**config.mk**
```make
export PLATFORM = sky130hd
export DESIGN_NAME = pc_gen_flat
export DESIGN_NICKNAME = d
export VERILOG_FILES = /design/src/rtl/pc_gen_pkg.sv /design/src/rtl/pc_gen_if.sv /design/src/rtl/pc_gen_vector.sv /design/src/rtl/pc_gen.sv /design/src/flat_wrapper.sv
export SDC_FILE = /design/constraint.sdc
export NUM_CORES = 1
export LEC_CHECK = 0
export CAP_MARGIN = 20
export CORE_MARGIN = 8
export CORE_UTILIZATION = 46
export DETAILED_ROUTE_END_ITERATION = 8
export PLACE_DENSITY = 0.89
export SYNTH_ARGS = -nofsm -noshare
export SYNTH_HDL_FRONTEND = slang
export SYNTH_SLANG_ARGS = --single-unit
```
**constraint.sdc**
```tcl
create_clock -name i_clk -period 3.7 [get_ports i_clk]
set_clock_uncertainty 0.1 [all_clocks]
set_input_delay 0.74 -clock i_clk [delete_from_list [all_inputs] [get_ports i_clk]]
set_output_delay 0.74 -clock i_clk [all_outputs]
set_load 0.03 [all_outputs]
```
**src/rtl/pc_gen_pkg.sv**
```systemverilog
// pc_gen_pkg -- shared definitions for the PC generator.
//   Exception cause encodings, the controller state encoding, the default
//   reset/vector constants and a small helper that classifies cause codes.
package pc_gen_pkg;

  localparam logic [4:0] EXC_CAUSE_INT  = 5'd0;
  localparam logic [4:0] EXC_CAUSE_ADEL = 5'd4;
  localparam logic [4:0] EXC_CAUSE_ADES = 5'd5;
  localparam logic [4:0] EXC_CAUSE_SYS  = 5'd8;
  localparam logic [4:0] EXC_CAUSE_BP   = 5'd9;
  localparam logic [4:0] EXC_CAUSE_RI   = 5'd10;
  localparam logic [4:0] EXC_CAUSE_OV   = 5'd12;
  localparam logic [4:0] EXC_CAUSE_TRAP = 5'd13;

  typedef enum logic [1:0] {
    BOOT  = 2'd0,
    RUN   = 2'd1,
    FATAL = 2'd2
  } pc_state_e;

  localparam logic [31:0] DEF_RESET_PC   = 32'h0000_0000;
  localparam logic [31:0] DEF_INT_VECTOR = 32'h0000_0020;
  localparam logic [31:0] DEF_EXC_VECTOR = 32'h0000_0040;

  // Causes that share the general exception vector.
  function automatic logic is_general_cause(input logic [4:0] cause);
    return (cause == EXC_CAUSE_ADEL) || (cause == EXC_CAUSE_ADES) ||
           (cause == EXC_CAUSE_SYS)  || (cause == EXC_CAUSE_BP)   ||
           (cause == EXC_CAUSE_RI)   || (cause == EXC_CAUSE_OV)   ||
           (cause == EXC_CAUSE_TRAP);
  endfunction

endpackage

```
**src/rtl/pc_gen_if.sv**
```systemverilog
// pc_gen_if -- fetch request and redirect bundle of the PC generator.
//   i_fetch_ready          : fetch accepts o_fetch_pc this cycle
//   i_br_valid/i_br_target : ID-stage branch/jump redirect
//   i_eret_valid/i_eret_epc: MEM-stage ERET and its EPC
//   i_exc_valid/i_exc_cause: exception being answered and its cause
//   i_ebase_we/i_ebase_wdata: EBASE write (only with PC_GEN_EBASE_EN)
//   o_fetch_pc/o_fetch_valid/o_fetch_kill: fetch request and cancel
//   o_misalign / o_fatal   : misaligned-ERET pulse, sticky unknown-cause flag
// Modports: master = pipeline side (drives redirects, consumes the request),
//           slave  = pc_gen.
// Macro: PC_GEN_EBASE_EN adds the EBASE write signals.
interface pc_gen_if #(
  parameter int ADDR_W = 32
);
  logic              i_fetch_ready;
  logic              i_br_valid;
  logic [ADDR_W-1:0] i_br_target;
  logic              i_eret_valid;
  logic [ADDR_W-1:0] i_eret_epc;
  logic              i_exc_valid;
  logic [4:0]        i_exc_cause;
`ifdef PC_GEN_EBASE_EN
  logic              i_ebase_we;
  logic [ADDR_W-1:0] i_ebase_wdata;
`endif
  logic [ADDR_W-1:0] o_fetch_pc;
  logic              o_fetch_valid;
  logic              o_fetch_kill;
  logic              o_misalign;
  logic              o_fatal;

  modport master (
`ifdef PC_GEN_EBASE_EN
    output i_ebase_we, i_ebase_wdata,
`endif
    output i_fetch_ready, i_br_valid, i_br_target, i_eret_valid, i_eret_epc,
           i_exc_valid, i_exc_cause,
    input  o_fetch_pc, o_fetch_valid, o_fetch_kill, o_misalign, o_fatal
  );

  modport slave (
`ifdef PC_GEN_EBASE_EN
    input  i_ebase_we, i_ebase_wdata,
`endif
    input  i_fetch_ready, i_br_valid, i_br_target, i_eret_valid, i_eret_epc,
           i_exc_valid, i_exc_cause,
    output o_fetch_pc, o_fetch_valid, o_fetch_kill, o_misalign, o_fatal
  );
endinterface

```
**src/rtl/pc_gen_vector.sv**
```systemverilog
// pc_gen_vector -- combinational exception cause to target lookup.
//   cause  : exception cause code
//   base   : vector base (EBASE, or zero when EBASE is not built)
//   target : base + INT_VECTOR / EXC_VECTOR; base when the cause is unknown
//   known  : the cause has a vector
module pc_gen_vector
  import pc_gen_pkg::*;
#(
  parameter int                ADDR_W     = 32,
  parameter logic [ADDR_W-1:0] INT_VECTOR = ADDR_W'(DEF_INT_VECTOR),
  parameter logic [ADDR_W-1:0] EXC_VECTOR = ADDR_W'(DEF_EXC_VECTOR)
) (
  input  logic [4:0]        cause,
  input  logic [ADDR_W-1:0] base,
  output logic [ADDR_W-1:0] target,
  output logic              known
);

  always_comb begin
    target = base;
    known  = 1'b0;
    if (cause == EXC_CAUSE_INT) begin
      target = base + INT_VECTOR;
      known  = 1'b1;
    end else if (is_general_cause(cause)) begin
      target = base + EXC_VECTOR;
      known  = 1'b1;
    end
  end

endmodule

```
**src/rtl/pc_gen.sv**
```systemverilog
// pc_gen -- program counter generator with BOOT/RUN/FATAL control.
//   i_clk   : clock
//   i_reset : synchronous active-high reset
//   bus     : pc_gen_if.slave (fetch request, redirects, status flags)
// Redirect priority is exception > ERET > branch. A taken redirect loads the
// PC at the next edge regardless of fetch ready and kills the current fetch.
// An exception with an unknown cause freezes the block in FATAL until reset.
// Macro: PC_GEN_EBASE_EN builds a writable EBASE register; vectors then
// become offsets from it.
module pc_gen
  import pc_gen_pkg::*;
#(
  parameter int                ADDR_W     = 32,
  parameter logic [ADDR_W-1:0] RESET_PC   = ADDR_W'(DEF_RESET_PC),
  parameter logic [ADDR_W-1:0] INT_VECTOR = ADDR_W'(DEF_INT_VECTOR),
  parameter logic [ADDR_W-1:0] EXC_VECTOR = ADDR_W'(DEF_EXC_VECTOR),
  parameter int                STEP       = 4
) (
  input  logic    i_clk,
  input  logic    i_reset,
  pc_gen_if.slave bus
);

  pc_state_e         state_q, state_d;
  logic [ADDR_W-1:0] pc_q, pc_d;
  logic              misalign_q, misalign_d;
  logic              fatal_q, fatal_d;
  logic              fetch_valid;
  logic              fetch_kill;
  logic [ADDR_W-1:0] vec_base;
  logic [ADDR_W-1:0] exc_target;
  logic              exc_known;

`ifdef PC_GEN_EBASE_EN
  logic [ADDR_W-1:0] ebase_q;
  // Low 12 bits are forced to zero; keep them visible as intentionally unused.
  logic              ebase_low_unused;
  assign ebase_low_unused = ^bus.i_ebase_wdata[11:0];

  // Exceptions read ebase_q, so a same-cycle write only affects later ones.
  always_ff @(posedge i_clk) begin
    if (i_reset) begin
      ebase_q <= '0;
    end else if (bus.i_ebase_we) begin
      ebase_q <= {bus.i_ebase_wdata[ADDR_W-1:12], 12'h000};
    end
  end
  assign vec_base = ebase_q;
`else
  assign vec_base = '0;
`endif

  pc_gen_vector #(
    .ADDR_W     (ADDR_W),
    .INT_VECTOR (INT_VECTOR),
    .EXC_VECTOR (EXC_VECTOR)
  ) u_vector (
    .cause  (bus.i_exc_cause),
    .base   (vec_base),
    .target (exc_target),
    .known  (exc_known)
  );

  always_comb begin
    state_d     = state_q;
    pc_d        = pc_q;
    misalign_d  = 1'b0;
    fatal_d     = fatal_q;
    fetch_valid = 1'b0;
    fetch_kill  = 1'b0;

    case (state_q)
      BOOT:    state_d     = RUN;
      RUN:     fetch_valid = 1'b1;
      default: state_d     = FATAL;
    endcase

    // FATAL ignores every redirect and never advances.
    if (state_q != FATAL) begin
      if (bus.i_exc_valid) begin
        if (exc_known) begin
          pc_d = exc_target;
        end else begin
          fatal_d = 1'b1;
          state_d = FATAL;
        end
      end else if (bus.i_eret_valid) begin
        pc_d       = {bus.i_eret_epc[ADDR_W-1:2], 2'b00};
        misalign_d = |bus.i_eret_epc[1:0];
      end else if (bus.i_br_valid) begin
        pc_d = bus.i_br_target;
      end else if (fetch_valid && bus.i_fetch_ready) begin
        pc_d = pc_q + ADDR_W'(STEP);
      end
      fetch_kill = (state_q == RUN) &&
                   (bus.i_exc_valid || bus.i_eret_valid || bus.i_br_valid);
    end
  end

  always_ff @(posedge i_clk) begin
    if (i_reset) begin
      state_q    <= BOOT;
      pc_q       <= RESET_PC;
      misalign_q <= 1'b0;
      fatal_q    <= 1'b0;
    end else begin
      state_q    <= state_d;
      pc_q       <= pc_d;
      misalign_q <= misalign_d;
      fatal_q    <= fatal_d;
    end
  end

  assign bus.o_fetch_pc    = pc_q;
  assign bus.o_fetch_valid = fetch_valid;
  assign bus.o_fetch_kill  = fetch_kill;
  assign bus.o_misalign    = misalign_q;
  assign bus.o_fatal       = fatal_q;

endmodule

```
**src/flat_wrapper.sv**
```systemverilog
// flat-port wrapper written by rule: the top's interface ports become plain ports
module pc_gen_flat import pc_gen_pkg::*;
#(
  parameter int                ADDR_W     = 32,
  parameter logic [ADDR_W-1:0] RESET_PC   = ADDR_W'(DEF_RESET_PC),
  parameter logic [ADDR_W-1:0] INT_VECTOR = ADDR_W'(DEF_INT_VECTOR),
  parameter logic [ADDR_W-1:0] EXC_VECTOR = ADDR_W'(DEF_EXC_VECTOR),
  parameter int                STEP       = 4
)
  (i_clk, i_reset, bus_i_fetch_ready, bus_i_br_valid, bus_i_br_target, bus_i_eret_valid, bus_i_eret_epc, bus_i_exc_valid, bus_i_exc_cause, bus_o_fetch_pc, bus_o_fetch_valid, bus_o_fetch_kill, bus_o_misalign, bus_o_fatal);
  pc_gen_if #(.ADDR_W(ADDR_W)) bus_i ();
  input  logic i_clk;
  input  logic i_reset;
  input wire logic [$bits(bus_i.i_fetch_ready)-1:0] bus_i_fetch_ready;
  input wire logic [$bits(bus_i.i_br_valid)-1:0] bus_i_br_valid;
  input wire logic [$bits(bus_i.i_br_target)-1:0] bus_i_br_target;
  input wire logic [$bits(bus_i.i_eret_valid)-1:0] bus_i_eret_valid;
  input wire logic [$bits(bus_i.i_eret_epc)-1:0] bus_i_eret_epc;
  input wire logic [$bits(bus_i.i_exc_valid)-1:0] bus_i_exc_valid;
  input wire logic [$bits(bus_i.i_exc_cause)-1:0] bus_i_exc_cause;
  output wire logic [$bits(bus_i.o_fetch_pc)-1:0] bus_o_fetch_pc;
  output wire logic [$bits(bus_i.o_fetch_valid)-1:0] bus_o_fetch_valid;
  output wire logic [$bits(bus_i.o_fetch_kill)-1:0] bus_o_fetch_kill;
  output wire logic [$bits(bus_i.o_misalign)-1:0] bus_o_misalign;
  output wire logic [$bits(bus_i.o_fatal)-1:0] bus_o_fatal;
  assign bus_i.i_fetch_ready = bus_i_fetch_ready;
  assign bus_i.i_br_valid = bus_i_br_valid;
  assign bus_i.i_br_target = bus_i_br_target;
  assign bus_i.i_eret_valid = bus_i_eret_valid;
  assign bus_i.i_eret_epc = bus_i_eret_epc;
  assign bus_i.i_exc_valid = bus_i_exc_valid;
  assign bus_i.i_exc_cause = bus_i_exc_cause;
  assign bus_o_fetch_pc = bus_i.o_fetch_pc;
  assign bus_o_fetch_valid = bus_i.o_fetch_valid;
  assign bus_o_fetch_kill = bus_i.o_fetch_kill;
  assign bus_o_misalign = bus_i.o_misalign;
  assign bus_o_fatal = bus_i.o_fatal;
  pc_gen #(.ADDR_W(ADDR_W), .RESET_PC(RESET_PC), .INT_VECTOR(INT_VECTOR), .EXC_VECTOR(EXC_VECTOR), .STEP(STEP)) u_core (.i_clk(i_clk), .i_reset(i_reset), .bus(bus_i));
endmodule
```
Word-level counts from Yosys, hierarchy flattened --
Cells that the tools add are included.
Word-level totals: flip-flop bits (word level) 36, latch bits 0, memory bits (writable) 0, ROM bits 0, input port bits 75, logic and storage cells 50, memories 0
Cells by class: add/sub/neg operators 1, multiply operators 0, divide/modulo/power cells 0, $lt $le $gt $ge 0, equality and inequality tests 10, shifts and indexed selects 0, mux-type cells 15, bitwise logic cells 3, reductions and logical operators 17
Operator list (count):
- $mux W32 | 5
- $add A32 B3 Y32 const B | 1
- $eq A5 B4 Y1 const B | 5
- $mux W7 | 2
- $eq A5 B3 Y1 const B | 2
- $logic_or A1 B1 Y1 | 8
- $mux W2 | 3
- $reduce_and A3 Y1 | 2
- $logic_not A5 Y1 | 1
- $mux W1 | 4
- $pmux W2 S2 | 1
- $reduce_bool A4 Y1 | 1
- $reduce_or A4 Y1 | 1
- $not A1 Y1 | 3
- $eq A2 B1 Y1 const B | 1
- $logic_and A1 B1 Y1 | 2
- $logic_not A2 Y1 | 1
- $ne A2 B1 Y1 const B | 1
- $ne A2 B2 Y1 const B | 1
- $reduce_or A2 Y1 | 1

Logic depth before layout (Yosys ltp) --
Gate-level depths: netlist of run 1.
depth after elaboration 12, gate-level depth with buffers 7, depth with buffers taken out 6

Modules after synthesis --
From an unflattened synthesis of run 1, not the netlist that was laid out.
Second synthesis, totals: cells, all modules 482, area total of the unflattened synthesis 3522.1 µm²
Modules (own cells, without submodules):
- pc_gen | instances 1, cells each 374, area an instance 2786.4 µm², sequential area each 720.7 µm²
- pc_gen_vector | instances 1, cells each 108, area an instance 735.7 µm², sequential area each 0.0 µm²

Worst setup path after synthesis of run 1 --
No wires, ideal clock.
kind reg2reg, from reg u_core.pc_q[2] (netlist: u_core.bus.o_fetch_pc[2]), to reg u_core.pc_q[24] (netlist: u_core.bus.o_fetch_pc[24]), setup time 0.134 ns, arrival 2.278 ns, required time 3.466 ns, slack 1.188 ns, stages on the path, launching flop included 8, buffers on the path 1, clock period less this slack 2.512 ns, path through dfxtp_1 ha_1 nand4_2 or2_1 clkbuf_1 or3_1 nor4b_1 or4_1
On the way: word-level cells in the longest chain between the ends 5
Ends and longest elaborated chain:
- start: declaration | RTL line pc_gen.sv:25 | logic [ADDR_W-1:0] pc_q, pc_d;
- start signal: assignment | RTL line pc_gen.sv:108 | pc_q <= pc_d;
- $add A32 B3 Y32 | RTL line pc_gen.sv:93 | pc_d = pc_q + ADDR_W'(STEP);
- $mux W32 | RTL line pc_gen.sv:92 | end else if (fetch_valid && bus.i_fetch_ready) begin
- $mux W32 | RTL line pc_gen.sv:90 | end else if (bus.i_br_valid) begin
- $mux W32 | RTL line pc_gen.sv:87 | end else if (bus.i_eret_valid) begin
- $mux W32 | RTL line pc_gen.sv:80 | if (bus.i_exc_valid) begin
Every way passes these cells. The select of a mux whose other input is x is not followed. A chain may end at the register's enable or synchronous reset.

Worst setup path in the final report of run 1 --
from in bus_i_eret_valid, to out bus_o_fetch_kill
On the way: word-level cells in the longest chain between the ends 4
Ends and longest elaborated chain:
- start: declaration | RTL line flat_wrapper.sv:17 | input wire logic [$bits(bus_i.i_eret_valid)-1:0] bus_i_eret_valid;
- $logic_or A1 B1 Y1 (2 in series) | RTL line pc_gen.sv:96 | (bus.i_exc_valid || bus.i_eret_valid || bus.i_br_valid);
- $logic_and A1 B1 Y1 | RTL line pc_gen.sv:95 | fetch_kill = (state_q == RUN) &&
- $mux W1 | RTL line pc_gen.sv:79 | if (state_q != FATAL) begin
- end: declaration | RTL line flat_wrapper.sv:23 | output wire logic [$bits(bus_i.o_fetch_kill)-1:0] bus_o_fetch_kill;
Every way passes these cells.

==> results of run 1 <==
-- report_power, final --
| part | internal [mW] | total [mW] | switching (mW) |
|---|---|---|---|
| sequential | 0.415 | 0.461 | 0.0464 |
| combinational | 0.186 | 0.385 | 0.199 |
| clock | 0.133 | 0.296 | 0.163 |
| total | 0.734 | 1.14 | 0.408 |
-- flip-flops by register name, indices dropped and copies added, names as in the netlist --
register and flops:
u_core.bus.o_fetch_pc 32, u_core.state_q 2, u_core.bus.o_fatal 1, u_core.bus.o_misalign 1
-- worst max-delay path: cells and delay by family --
kind | cells | cell delay, ns
buffers and inverters | 2 | 0.81
and+or+nand+nor | 2 | 0.59
-- worst max path at each step --
stage / depth (start not counted) / startpoint / slack [ns] / endpoint
6_report: 4 / bus_i_eret_valid / 0.73 / bus_o_fetch_kill
5_1_grt: 4 / bus_i_eret_valid / 0.66 / bus_o_fetch_kill
4_1_cts: 4 / bus_i_eret_valid / 0.77 / bus_o_fetch_kill
3_5_place_dp: 7 / bus_i_eret_valid / 0.63 / u_core.bus.o_fetch_pc[17]
3_3_place_gp: 7 / bus_i_eret_valid / 0.75 / u_core.bus.o_fetch_pc[12]
2_1_floorplan: 7 / u_core.bus.o_fetch_pc[2] / 1.19 / u_core.bus.o_fetch_pc[24]
-- synthesized netlist by cell type (2+ instances only) --
library cell | count | share of area (%)
sky130_fd_sc_hd__dfxtp_1 | 36 | 28
sky130_fd_sc_hd__nand3_1 | 20 | 3.9
sky130_fd_sc_hd__xnor2_1 | 3 | 1.0
sky130_fd_sc_hd__o21ai_0 | 11 | 2.1
sky130_fd_sc_hd__o211a_1 | 2 | 0.77
sky130_fd_sc_hd__a32oi_1 | 5 | 1.7
sky130_fd_sc_hd__o31ai_1 | 4 | 1.2
sky130_fd_sc_hd__nand3b_1 | 3 | 0.87
sky130_fd_sc_hd__xor2_1 | 4 | 1.4
sky130_fd_sc_hd__nand2_1 | 20 | 2.9
sky130_fd_sc_hd__a21oi_1 | 20 | 3.9
sky130_fd_sc_hd__a22o_1 | 6 | 2.0
sky130_fd_sc_hd__or2_2 | 3 | 0.73
sky130_fd_sc_hd__o41ai_1 | 3 | 1.0
sky130_fd_sc_hd__o2bb2ai_1 | 6 | 2.0
sky130_fd_sc_hd__and4_1 | 2 | 0.68
sky130_fd_sc_hd__o41a_1 | 2 | 0.87
sky130_fd_sc_hd__clkbuf_1 | 23 | 3.3
sky130_fd_sc_hd__and2_1 | 2 | 0.48
sky130_fd_sc_hd__o21a_1 | 7 | 2.0
sky130_fd_sc_hd__mux2i_1 | 3 | 1.2
sky130_fd_sc_hd__and3_1 | 3 | 0.73
sky130_fd_sc_hd__nor3_1 | 18 | 3.5
sky130_fd_sc_hd__o211ai_1 | 5 | 1.5
sky130_fd_sc_hd__o22a_1 | 2 | 0.68
sky130_fd_sc_hd__nand2b_1 | 5 | 1.2
sky130_fd_sc_hd__o21ai_1 | 3 | 0.58
sky130_fd_sc_hd__a221o_1 | 3 | 1.2
sky130_fd_sc_hd__nor4_1 | 6 | 1.5
sky130_fd_sc_hd__or4_1 | 4 | 1.2
sky130_fd_sc_hd__inv_1 | 6 | 0.87
sky130_fd_sc_hd__o32ai_1 | 8 | 2.7
sky130_fd_sc_hd__nand4_1 | 10 | 2.4
sky130_fd_sc_hd__a211oi_1 | 2 | 0.58
sky130_fd_sc_hd__o22ai_1 | 15 | 3.6
sky130_fd_sc_hd__nor2_1 | 31 | 4.5
sky130_fd_sc_hd__nor2b_1 | 3 | 0.73
sky130_fd_sc_hd__or3_1 | 3 | 0.73
sky130_fd_sc_hd__a32o_1 | 2 | 0.77
sky130_fd_sc_hd__a22oi_1 | 10 | 2.9
-- layer usage --
metal  share of wire [%]  global-route usage (%)  vias to the layer above
li1                    -                       -                     1551
met1                  40                    30.9                     1581
met2                  46                    41.1                      247
met3                  11                    7.16                       36
met4                 2.9                    12.4                        0
met5                   0                       0                        -
-- placed cells by master, fill, tap and decap left out, types with 3 or more instances in the layout --
cell type | netlist | final
sky130_fd_sc_hd__a21oi_1 | 20 | 20
sky130_fd_sc_hd__a221o_1 | 3 | 3
sky130_fd_sc_hd__a22o_1 | 6 | 6
sky130_fd_sc_hd__a22oi_1 | 10 | 10
sky130_fd_sc_hd__a32oi_1 | 5 | 5
sky130_fd_sc_hd__and3_1 | 3 | 3
sky130_fd_sc_hd__buf_4 | 0 | 10
sky130_fd_sc_hd__clkbuf_8 | 0 | 5
sky130_fd_sc_hd__clkdlybuf4s50_1 | 0 | 109
sky130_fd_sc_hd__dfxtp_1 | 36 | 36
sky130_fd_sc_hd__inv_1 | 6 | 6
sky130_fd_sc_hd__mux2i_1 | 3 | 3
sky130_fd_sc_hd__nand2_1 | 20 | 20
sky130_fd_sc_hd__nand2b_1 | 5 | 5
sky130_fd_sc_hd__nand3_1 | 20 | 20
sky130_fd_sc_hd__nand3b_1 | 3 | 3
sky130_fd_sc_hd__nand4_1 | 10 | 10
sky130_fd_sc_hd__nor2_1 | 31 | 31
sky130_fd_sc_hd__nor2b_1 | 3 | 3
sky130_fd_sc_hd__nor3_1 | 18 | 18
sky130_fd_sc_hd__nor4_1 | 6 | 6
sky130_fd_sc_hd__o211ai_1 | 5 | 5
sky130_fd_sc_hd__o21a_1 | 7 | 7
sky130_fd_sc_hd__o21ai_0 | 11 | 11
sky130_fd_sc_hd__o21ai_1 | 3 | 3
sky130_fd_sc_hd__o22ai_1 | 15 | 15
sky130_fd_sc_hd__o2bb2ai_1 | 6 | 6
sky130_fd_sc_hd__o31ai_1 | 4 | 4
sky130_fd_sc_hd__o32ai_1 | 8 | 8
sky130_fd_sc_hd__o41ai_1 | 3 | 3
sky130_fd_sc_hd__or2_2 | 3 | 3
sky130_fd_sc_hd__or3_1 | 3 | 3
sky130_fd_sc_hd__or4_1 | 4 | 4
sky130_fd_sc_hd__xnor2_1 | 3 | 3
sky130_fd_sc_hd__xor2_1 | 4 | 4
-- cell type report --
cell class	instances	area [sq um]	area share, %
clock inverter	3	23.8	0.618
tap	72	90.1	2.34
sequential	36	721	18.7
timing repair buffer	119	1170	30.3
inverter	8	30.0	0.780
multi-input combinational	276	1750	45.4
clock buffer	5	68.8	1.79
-- stage by stage --
stage               setup slack (ns)  cells
floorplan                       1.19    343
global placement               0.749    511
detailed placement             0.632    511
CTS                            0.769    519
global route                   0.656    519
finish                         0.731    519
-- logic make-up (layout without fill, tap and decap cells) --
logic type               after synthesis  after routing
multiplexers                           4              4
adder cells (fa/ha/maj)                1              1
XOR/XNOR                               7              7
buffers and inverters                 31            135
AO/OA/AOI/OAI                        125            125
AND/OR/NAND/NOR                      139            139
flip-flops                            36             36
==> impl_results.md, run 1 <==
- Fraction of the mapped netlist area in adder cells: 0.484%
- Compound-gate portion of the synthesized area: a little over a third
- Vertical die dimension: 91.0 um
- Residual DRC: 0
- Std-Cell Core Area: roughly 5500 sq um
- Initial standard-cell utilization of the core: a little under half
- Final WL: 10900 um
- Simple-gate portion of the synthesized area: 27.9%
- Endpoint of the worst register-to-register path: u_core.bus.o_fetch_pc[24]
- Fraction of registers with async set/reset: 0%
- Yosys reg bits: 36
- Clock Pin Slew Worst Setup and Hold Paths: 0.09 ns
- Yosys warning total: 0
- Number of antenna violations at the first check in global routing: 0
- Maximum fanout along the worst path: 9
- Min Tclk post-route: 2.97 ns
- Number of distinct library cells after synthesis: 59
- Skew-Pair Late Insertion Delay: approximately 0.31 ns
- Largest net degree at the start of global routing: 28
- Category of the worst setup path capture point: primary output
- Synth Flop Type: sky130_fd_sc_hd__dfxtp_1
- Required @ worst endpoint: roughly 2.9 ns
- Global-route wire length before repair: 17400 um
- Final HPWL DP: 8190 um
- Global-route usage over all layers: between 20% and 30%
- Initial drt markers: 334
- Cell count after synthesis: 343
- H-Tree Level Count: 2
- Placement Cell Area: 3750 sq um
- Pins Over Slew Limit: 0
- Setup TNS: 0 ns
- Number of cell rows: 27
- Die ar.: 8270 sq um
- Number of iterations in the first detailed-routing pass: 5
- EDFF count, synth: 0
- CP max-delay cell: sky130_fd_sc_hd__clkdlybuf4s50_1
- Worst min-delay path class: register to register
- Total Power: 1.14 mW
- Clock root buffer: sky130_fd_sc_hd__clkbuf_8
- RD Place Congestion: 0.926
- Static Leak: between 1 and 1.5 nW
- Crit Reg-Reg Startpoint: u_core.bus.o_fetch_pc[2]
- Max-slew headroom at the worst pin: 40.4%
- Boundary Pins: 111
- Largest incremental delay on the critical path: 0.62 ns
- Die width: 91.0 um
- Final Hold Fails: 0
- Final global-route overflow total: 0
- Synthesized area per cell: 7.54 sq um
- Number of nets with antenna violations after detailed routing: 0
- Mean routed wirelength per cell: around 21 um
- Power density over the cells: 297 nW/um^2
- Status: completed
- Share of the cycle needed by the critical path after routing: 80.3%
- Worst voltage drop across the vdd grid: 0.000200 V
- Clock tree from TritonCTS: yes
- Final setup violating endpoints: 0
- Inserted Diodes: 0
- Highest achievable clock rate: approximately 0.34 GHz
- CTS sink cnt: 36
- Vias after detailed routing: 3415
- Signed area change from the synthesized netlist to the final layout: 48.8%
- Cell Chain, Critical Path: clkdlybuf4s50_1 > nor3_1 > nor2b_1 > buf_4
- Worst slew pin tran: 0.888 ns
- RSZ-0062 raised after global routing: no
- Final core area utilization: 70.3%
- TritonCTS buffer count: 5
- Max-cap violations: 0
- Maximum clock path buffer count: 2
- Number of buffers inserted by hold repair at cts: 0
- Worst hold slack: 0.397 ns
- Hold path endpoint: u_core.bus.o_fetch_pc[0]
- IO buf count: 110
- Sequential element share of the synthesized area: 27.9%
- Count of cells resized by post-cts repair: 0
- Multiplexer share of the synthesized area: 1.60%
- Setup crit start kind: input port
- Via-to-Cell Ratio: 6.58
- Total Nets Final: 522
- Via count of the first global-routing pass: 3383
- Xor-xnor portion of the synthesized cell area: 2.37%
- Number of cells traversed by the worst register-to-register path: 6
- Largest family of logic cells by synthesized area: compound AO/OA/AOI/OAI gates
- Worst hold path startpoint: u_core.bus.o_fetch_pc[0]
- Cells on Worst Hold Path: 2
- Net count of the mapped netlist: 419
- Worst Path Arrival: 2.13 ns
- Count of filler cells inserted in the layout: slightly below 500
- Post-route design area: 3850 sq um
- Buffer count from post-CTS setup fixing: 0
- Total standard cell area after synthesis: 2580 sq um
- R2R setup slack: 1.11 ns
- Fraction of layout cells with a size suffix above 1: 6.49%
- Worst Setup Path Type: input port to primary output
Power figures use the tool's default switching activity.
==> run 2, diff against run 1 <==
Settings changed: CORE_UTILIZATION 46 to 43, PLACE_DENSITY 0.89 to 0.84.
Clock period 3.7 ns to 3.1 ns, I/O delays scaled along.
==> run 2 against run 1 <==
Compared with the run above:
- via count fell by 0.44%
- clock power rose by 8.8%
- sequential power rose by 19%
==> impl_results.md, run 2 (synthesis gave the netlist of run 1 again) <==
- CTS sink cnt: 36
- Setup crit start kind: input port
- Final global-route overflow total: 0
- Vias after detailed routing: 3400
- Cell total after placement: 522
- Fraction of layout cells with a size suffix above 1: between 7 and 8%
- Clock tree from TritonCTS: yes
- Worst Setup Path Type: input port to primary output
- Category of the worst setup path capture point: primary output
- Status: completed
- RSZ-0062 raised after global routing: no
- Number of nets with antenna violations after detailed routing: 0
- Power density over the cells: 343 nW/um^2
- Boundary Pins: 111
- Share of the cycle needed by the critical path after routing: 83.7%
- TritonCTS buffer count: 5
- Worst Path Arrival: about 1.9 ns
- Initial standard-cell utilization of the core: 44.2%
- Clock root buffer: sky130_fd_sc_hd__clkbuf_8
- Buffer count from post-CTS setup fixing: 0
- Number of cell rows: 28
- Vertical die dimension: 93.5 um
- Std-Cell Core Area: roughly 6000 sq um
- Final Hold Fails: 0
- Mean routed wirelength per cell: between 15 and 20 um
- Die ar.: roughly 9000 sq um
- Number of antenna violations at the first check in global routing: 0
- Residual DRC: 0
- Highest achievable clock rate: 0.385 GHz
- Maximum fanout along the worst path: 7
- Setup TNS: 0 ns
- Largest net degree at the start of global routing: 26
- Final HPWL DP: 8070 um
- Count of cells resized by post-cts repair: 0
- Max-cap violations: 0
- Most common library cell in the layout ignoring fill and taps: sky130_fd_sc_hd__clkdlybuf4s50_1
- Worst min-delay path class: register to register
- Worst slew pin tran: 0.652 ns
- Pins Over Slew Limit: 0
- Top library cells by usage in the layout, fill and taps aside: sky130_fd_sc_hd__clkdlybuf4s50_1 (109), sky130_fd_sc_hd__dfxtp_1 (36), sky130_fd_sc_hd__nor2_1 (31)
- Total Nets Final: 530
- Skew-Pair Late Insertion Delay: 0.29 ns
- Required @ worst endpoint: about 2.4 ns
- Pre-CTS setup slack: roughly 0.35 ns
- Minimum setup slack in the final design: 0.505 ns
- Final core area utilization: 66.6%
- Clock Pin Slew Worst Setup and Hold Paths: ~0.070 ns
- RD Place Congestion: 0.970
- Die width: roughly 94 um
- Number of buffers inserted by hold repair at cts: 0
- Global-route usage over all layers: 22.9%
- Worst hold slack: 0.379 ns
- Placement Cell Area: 3820 sq um
- Global-route wire length before repair: 16300 um
- Final setup violating endpoints: 0
- Inserted Diodes: 0
- Static Leak: 1.35 nW
- Via count of the first global-routing pass: 3343
- Post-route design area: 3900 sq um
- Number of iterations in the first detailed-routing pass: 5
- Flip-flop count of the largest register, all copies and words added: 32
- Min Tclk post-route: about 2.6 ns
- Via-to-Cell Ratio: 6.43
- Signed area change from the synthesized netlist to the final layout: 50.7%
- IO buf count: 110
- Worst voltage drop across the vdd grid: around 0.00019 V
- Fin cells: 529
- Total Power: 1.34 mW
- Initial drt markers: around 270
- Maximum clock path buffer count: 2
- Max-slew headroom at the worst pin: between 50% and 60%
- H-Tree Level Count: 2
- Final WL: 10400 um
[run 2: worst paths after layout]
path	from	end	slack, ns	cells after the start
max	bus_i_eret_valid	bus_o_fetch_kill	0.50	5
min	u_core.bus.o_fetch_pc[1]	u_core.bus.o_fetch_pc[1]	0.38	2
max reg2reg	u_core.bus.o_fetch_pc[2]	u_core.bus.o_fetch_pc[24]	0.61	6
min reg2reg	u_core.bus.o_fetch_pc[1]	u_core.bus.o_fetch_pc[1]	0.38	2
[run 2: critical path: stages]
cell	delay, ns
sky130_fd_sc_hd__clkdlybuf4s50_1	0.58
sky130_fd_sc_hd__nor3_1	0.30
sky130_fd_sc_hd__buf_4	0.17
sky130_fd_sc_hd__nor2b_1	0.04
sky130_fd_sc_hd__buf_4	0.16
[run 2: layer usage]
layer | vias up | GRT usage, % | routed length (um)
li1 | 1571 | - | -
met2 | 208 | 38.7 | 5020
met5 | - | 0 | 0
met4 | 0 | 10.0 | 254
met1 | 1593 | 27.0 | 4130
met3 | 28 | 5.37 | 1020
[run 2: final cells by class]
type | count | area, sq um
clock inverters | 1 | 5.00
multi-input cells | 276 | 1750
fillers | 499 | 1950
flip-flops and latches | 36 | 721
clock buffers | 6 | 72.6
inverters | 8 | 30.0
well taps | 75 | 93.8
repair buffers | 127 | 1230
[run 2: where the power goes]
group | total [mW] | switching [mW] | leakage, nW | internal, mW
Clock | 0.322 | 0.169 | 0.0410 | 0.153
Sequential | 0.548 | 0.0522 | 0.295 | 0.495
Combinational | 0.468 | 0.237 | 1.01 | 0.231
==> run 3, diff against run 2 <==
Clock period 3.1 ns to 2.5 ns, I/O delays scaled along.
==> run 3 against run 2 <==
Compared with the run above:
- clock power is 64% higher
- critical path depth stayed put
- register-to-register slack worse by 0.43 ns
- die area unchanged
- critical endpoint unchanged
==> impl_results.md, run 3 (synthesis gave the netlist of run 1 again) <==
- Global-route usage over all layers: 24.8%
- H-Tree Level Count: 2
- Power density over the cells: around 440 nW/um^2
- Internal cell power: 1.23 mW
- Sequential fraction of design power: between 30% and 40%
- Number of buffers inserted by hold repair at cts: 0
- Number of antenna violations at the first check in global routing: 0
- Worst slew pin tran: about 0.66 ns
- Max-cap violations: 0
- CP delay by family, top: buffers and inverters
- Number of cells traversed by the worst register-to-register path: 5
- Count of cells resized by post-cts repair: 0
- TritonCTS buffer count: 5
- CTS sink cnt: 36
- RD Place Congestion: 0.994
- CP max-delay cell: sky130_fd_sc_hd__clkdlybuf4s50_1
- Worst setup endpoint: bus_o_fetch_kill
- Via-to-Cell Ratio: between 6 and 7
- Buffers and inverters on the worst path: 3
- Signed area change from the synthesized netlist to the final layout: 61.3%
- Clock Pin Slew Worst Setup and Hold Paths: approximately 0.080 ns
- Worst voltage drop across the vdd grid: 0.000287 V
- Clock tree from TritonCTS: yes
- Highest achievable clock rate: 0.424 GHz
- Final setup violating endpoints: 0
- Clock root buffer: sky130_fd_sc_hd__clkbuf_8
- Worst min-delay path class: register to register
- Final WL: 11100 um
- Residual DRC: 0
- Cell total after placement: 554
- Cell Chain, Critical Path: clkdlybuf4s50_1 > nor3_1 > buf_4 > nor2b_1 > buf_4
- Setup TNS: 0 ns
- Levels on crit path: 5
- Cells on Worst Hold Path: 2
- Share of the cycle needed by the critical path after routing: 94.3%
- Crit Reg-Reg Startpoint: u_core.bus.o_fetch_pc[4]
- Die ar.: 8750 sq um
- Minimum setup slack in the final design: 0.143 ns
- RSZ-0062 raised after global routing: no
- Final HPWL DP: between 8000 and 9000 um
- Required @ worst endpoint: 1.90 ns
- Maximum fanout along the worst path: 6
- Vias after detailed routing: about 3500
- Source of the critical timing path: bus_i_eret_valid
- Fin cells: 562
- Number of iterations in the first detailed-routing pass: 5
- Static Leak: 1.52 nW
- Largest net degree at the start of global routing: 21
- Clock network power share: 28.8%
- Total net switching power: just over 600 uW
- IO buf count: 110
- Status: completed
- Final Hold Fails: 0
- Boundary Pins: around 110
- Category of the worst setup path capture point: primary output
- Fraction of layout cells with a size suffix above 1: 14.4%
- Initial standard-cell utilization of the core: 44.2%
- Largest incremental delay on the critical path: ~0.56 ns
- Min Tclk post-route: ~2.4 ns
- Most common cell type on the critical path: sky130_fd_sc_hd__buf_4
- Vertical die dimension: 93.5 um
- Setup crit start kind: input port
- Switching share of power: 32.9%
- Buffer count from post-CTS setup fixing: 0
- Global-route wire length before repair: 17400 um
- Worst Path Arrival: 1.76 ns
- Std-Cell Core Area: 5850 sq um
- Via count of the first global-routing pass: 3408
- Count of filler cells inserted in the layout: 492
- Total Nets Final: 562
- Pre-CTS setup slack: around 0.018 ns
- Die width: 93.5 um
- Inserted Diodes: 0
- Maximum clock path buffer count: 2
- Top library cells by usage in the layout, fill and taps aside: sky130_fd_sc_hd__clkdlybuf4s50_1 (109), sky130_fd_sc_hd__buf_4 (50), sky130_fd_sc_hd__dfxtp_1 (34), sky130_fd_sc_hd__nor2_1 (31)
- Initial drt markers: 308
- Mean routed wirelength per cell: between 15 and 20 um
- Endpoint of the worst register-to-register path: u_core.bus.o_fetch_pc[31]
- Most common library cell in the layout ignoring fill and taps: sky130_fd_sc_hd__clkdlybuf4s50_1
- Worst Setup Path Type: input port to primary output
- Skew-Pair Late Insertion Delay: 0.30 ns
- Flip-flop count of the largest register, all copies and words added: 32
- Number of nets with antenna violations after detailed routing: 0
- Max-slew headroom at the worst pin: 55.7%
- R2R setup slack: 0.18 ns
- Number of cell rows: 28
- Final global-route overflow total: 0
- Pins Over Slew Limit: 0
- Gate power share: 35.2%
[run 3: final cells by class]
| class | instances | area, sq um | share of cell area [%] |
|---|---|---|---|
| multi-input cells | 276 | 1750 | 41.9 |
| repair buffers | 159 | 1470 | 35.2 |
| flip-flops and latches | 36 | 723 | 17.3 |
| well taps | 75 | 93.8 | 2.25 |
| clock buffers | 6 | 72.6 | 1.74 |
| clock inverters | 2 | 35.0 | 0.840 |
| inverters | 8 | 30.0 | 0.720 |
[run 3: routing by layer]
layer,vias up,part of all wire (%),track usage [%]
met3,35,10,7.05
met5,-,0,0
li1,1629,-,-
met4,0,2.7,8.45
met2,208,47,41.9
met1,1638,40,29.2
[run 3: worst register-to-register path: stages (launching register included)]
cell and delay (ns):
sky130_fd_sc_hd__dfxtp_1 0.48, sky130_fd_sc_hd__and4_1 0.29, sky130_fd_sc_hd__nand3_1 0.29, sky130_fd_sc_hd__nor4_1 0.62, sky130_fd_sc_hd__mux2_2 0.40, sky130_fd_sc_hd__nand3_1 0.07
[run 3: power groups by stage]
stage | combinational, mW | clock, mW | sequential [mW]
2_1_floorplan | 0.218 | 0 | 0.748
3_5_place_dp | 0.639 | 0 | 0.672
4_1_cts | 0.641 | 0.525 | 0.658
6_report | 0.647 | 0.529 | 0.660
5_1_grt | 0.687 | 0.554 | 0.666
3_3_place_gp | 0.627 | 0 | 0.670
[run 3: per-stage QoR]
stage / utilization [%] / total power [mW] / hold slack [ns] / cell area (sq um)
after global placement: 69.4 / 1.30 / 0.357 / 4060
after detailed placement: 69.4 / 1.31 / 0.378 / 4060
after CTS: 71.3 / 1.82 / 0.394 / 4170
after floorplan: - / 0.966 / 0.354 / 2590
after global routing: 71.3 / 1.91 / 0.417 / 4170
final: 71.3 / 1.84 / 0.395 / 4170
[run 3: worst min-delay path by stage]
stage                                   from                        to  slack, ns
finish              u_core.bus.o_fetch_pc[1]  u_core.bus.o_fetch_pc[1]       0.40
global route        u_core.bus.o_fetch_pc[0]  u_core.bus.o_fetch_pc[0]       0.42
CTS                 u_core.bus.o_fetch_pc[1]  u_core.bus.o_fetch_pc[1]       0.39
detailed placement  u_core.bus.o_fetch_pc[1]  u_core.bus.o_fetch_pc[1]       0.38
global placement          u_core.bus.o_fatal        u_core.bus.o_fatal       0.36
floorplan                  u_core.state_q[1]         u_core.state_q[0]       0.35
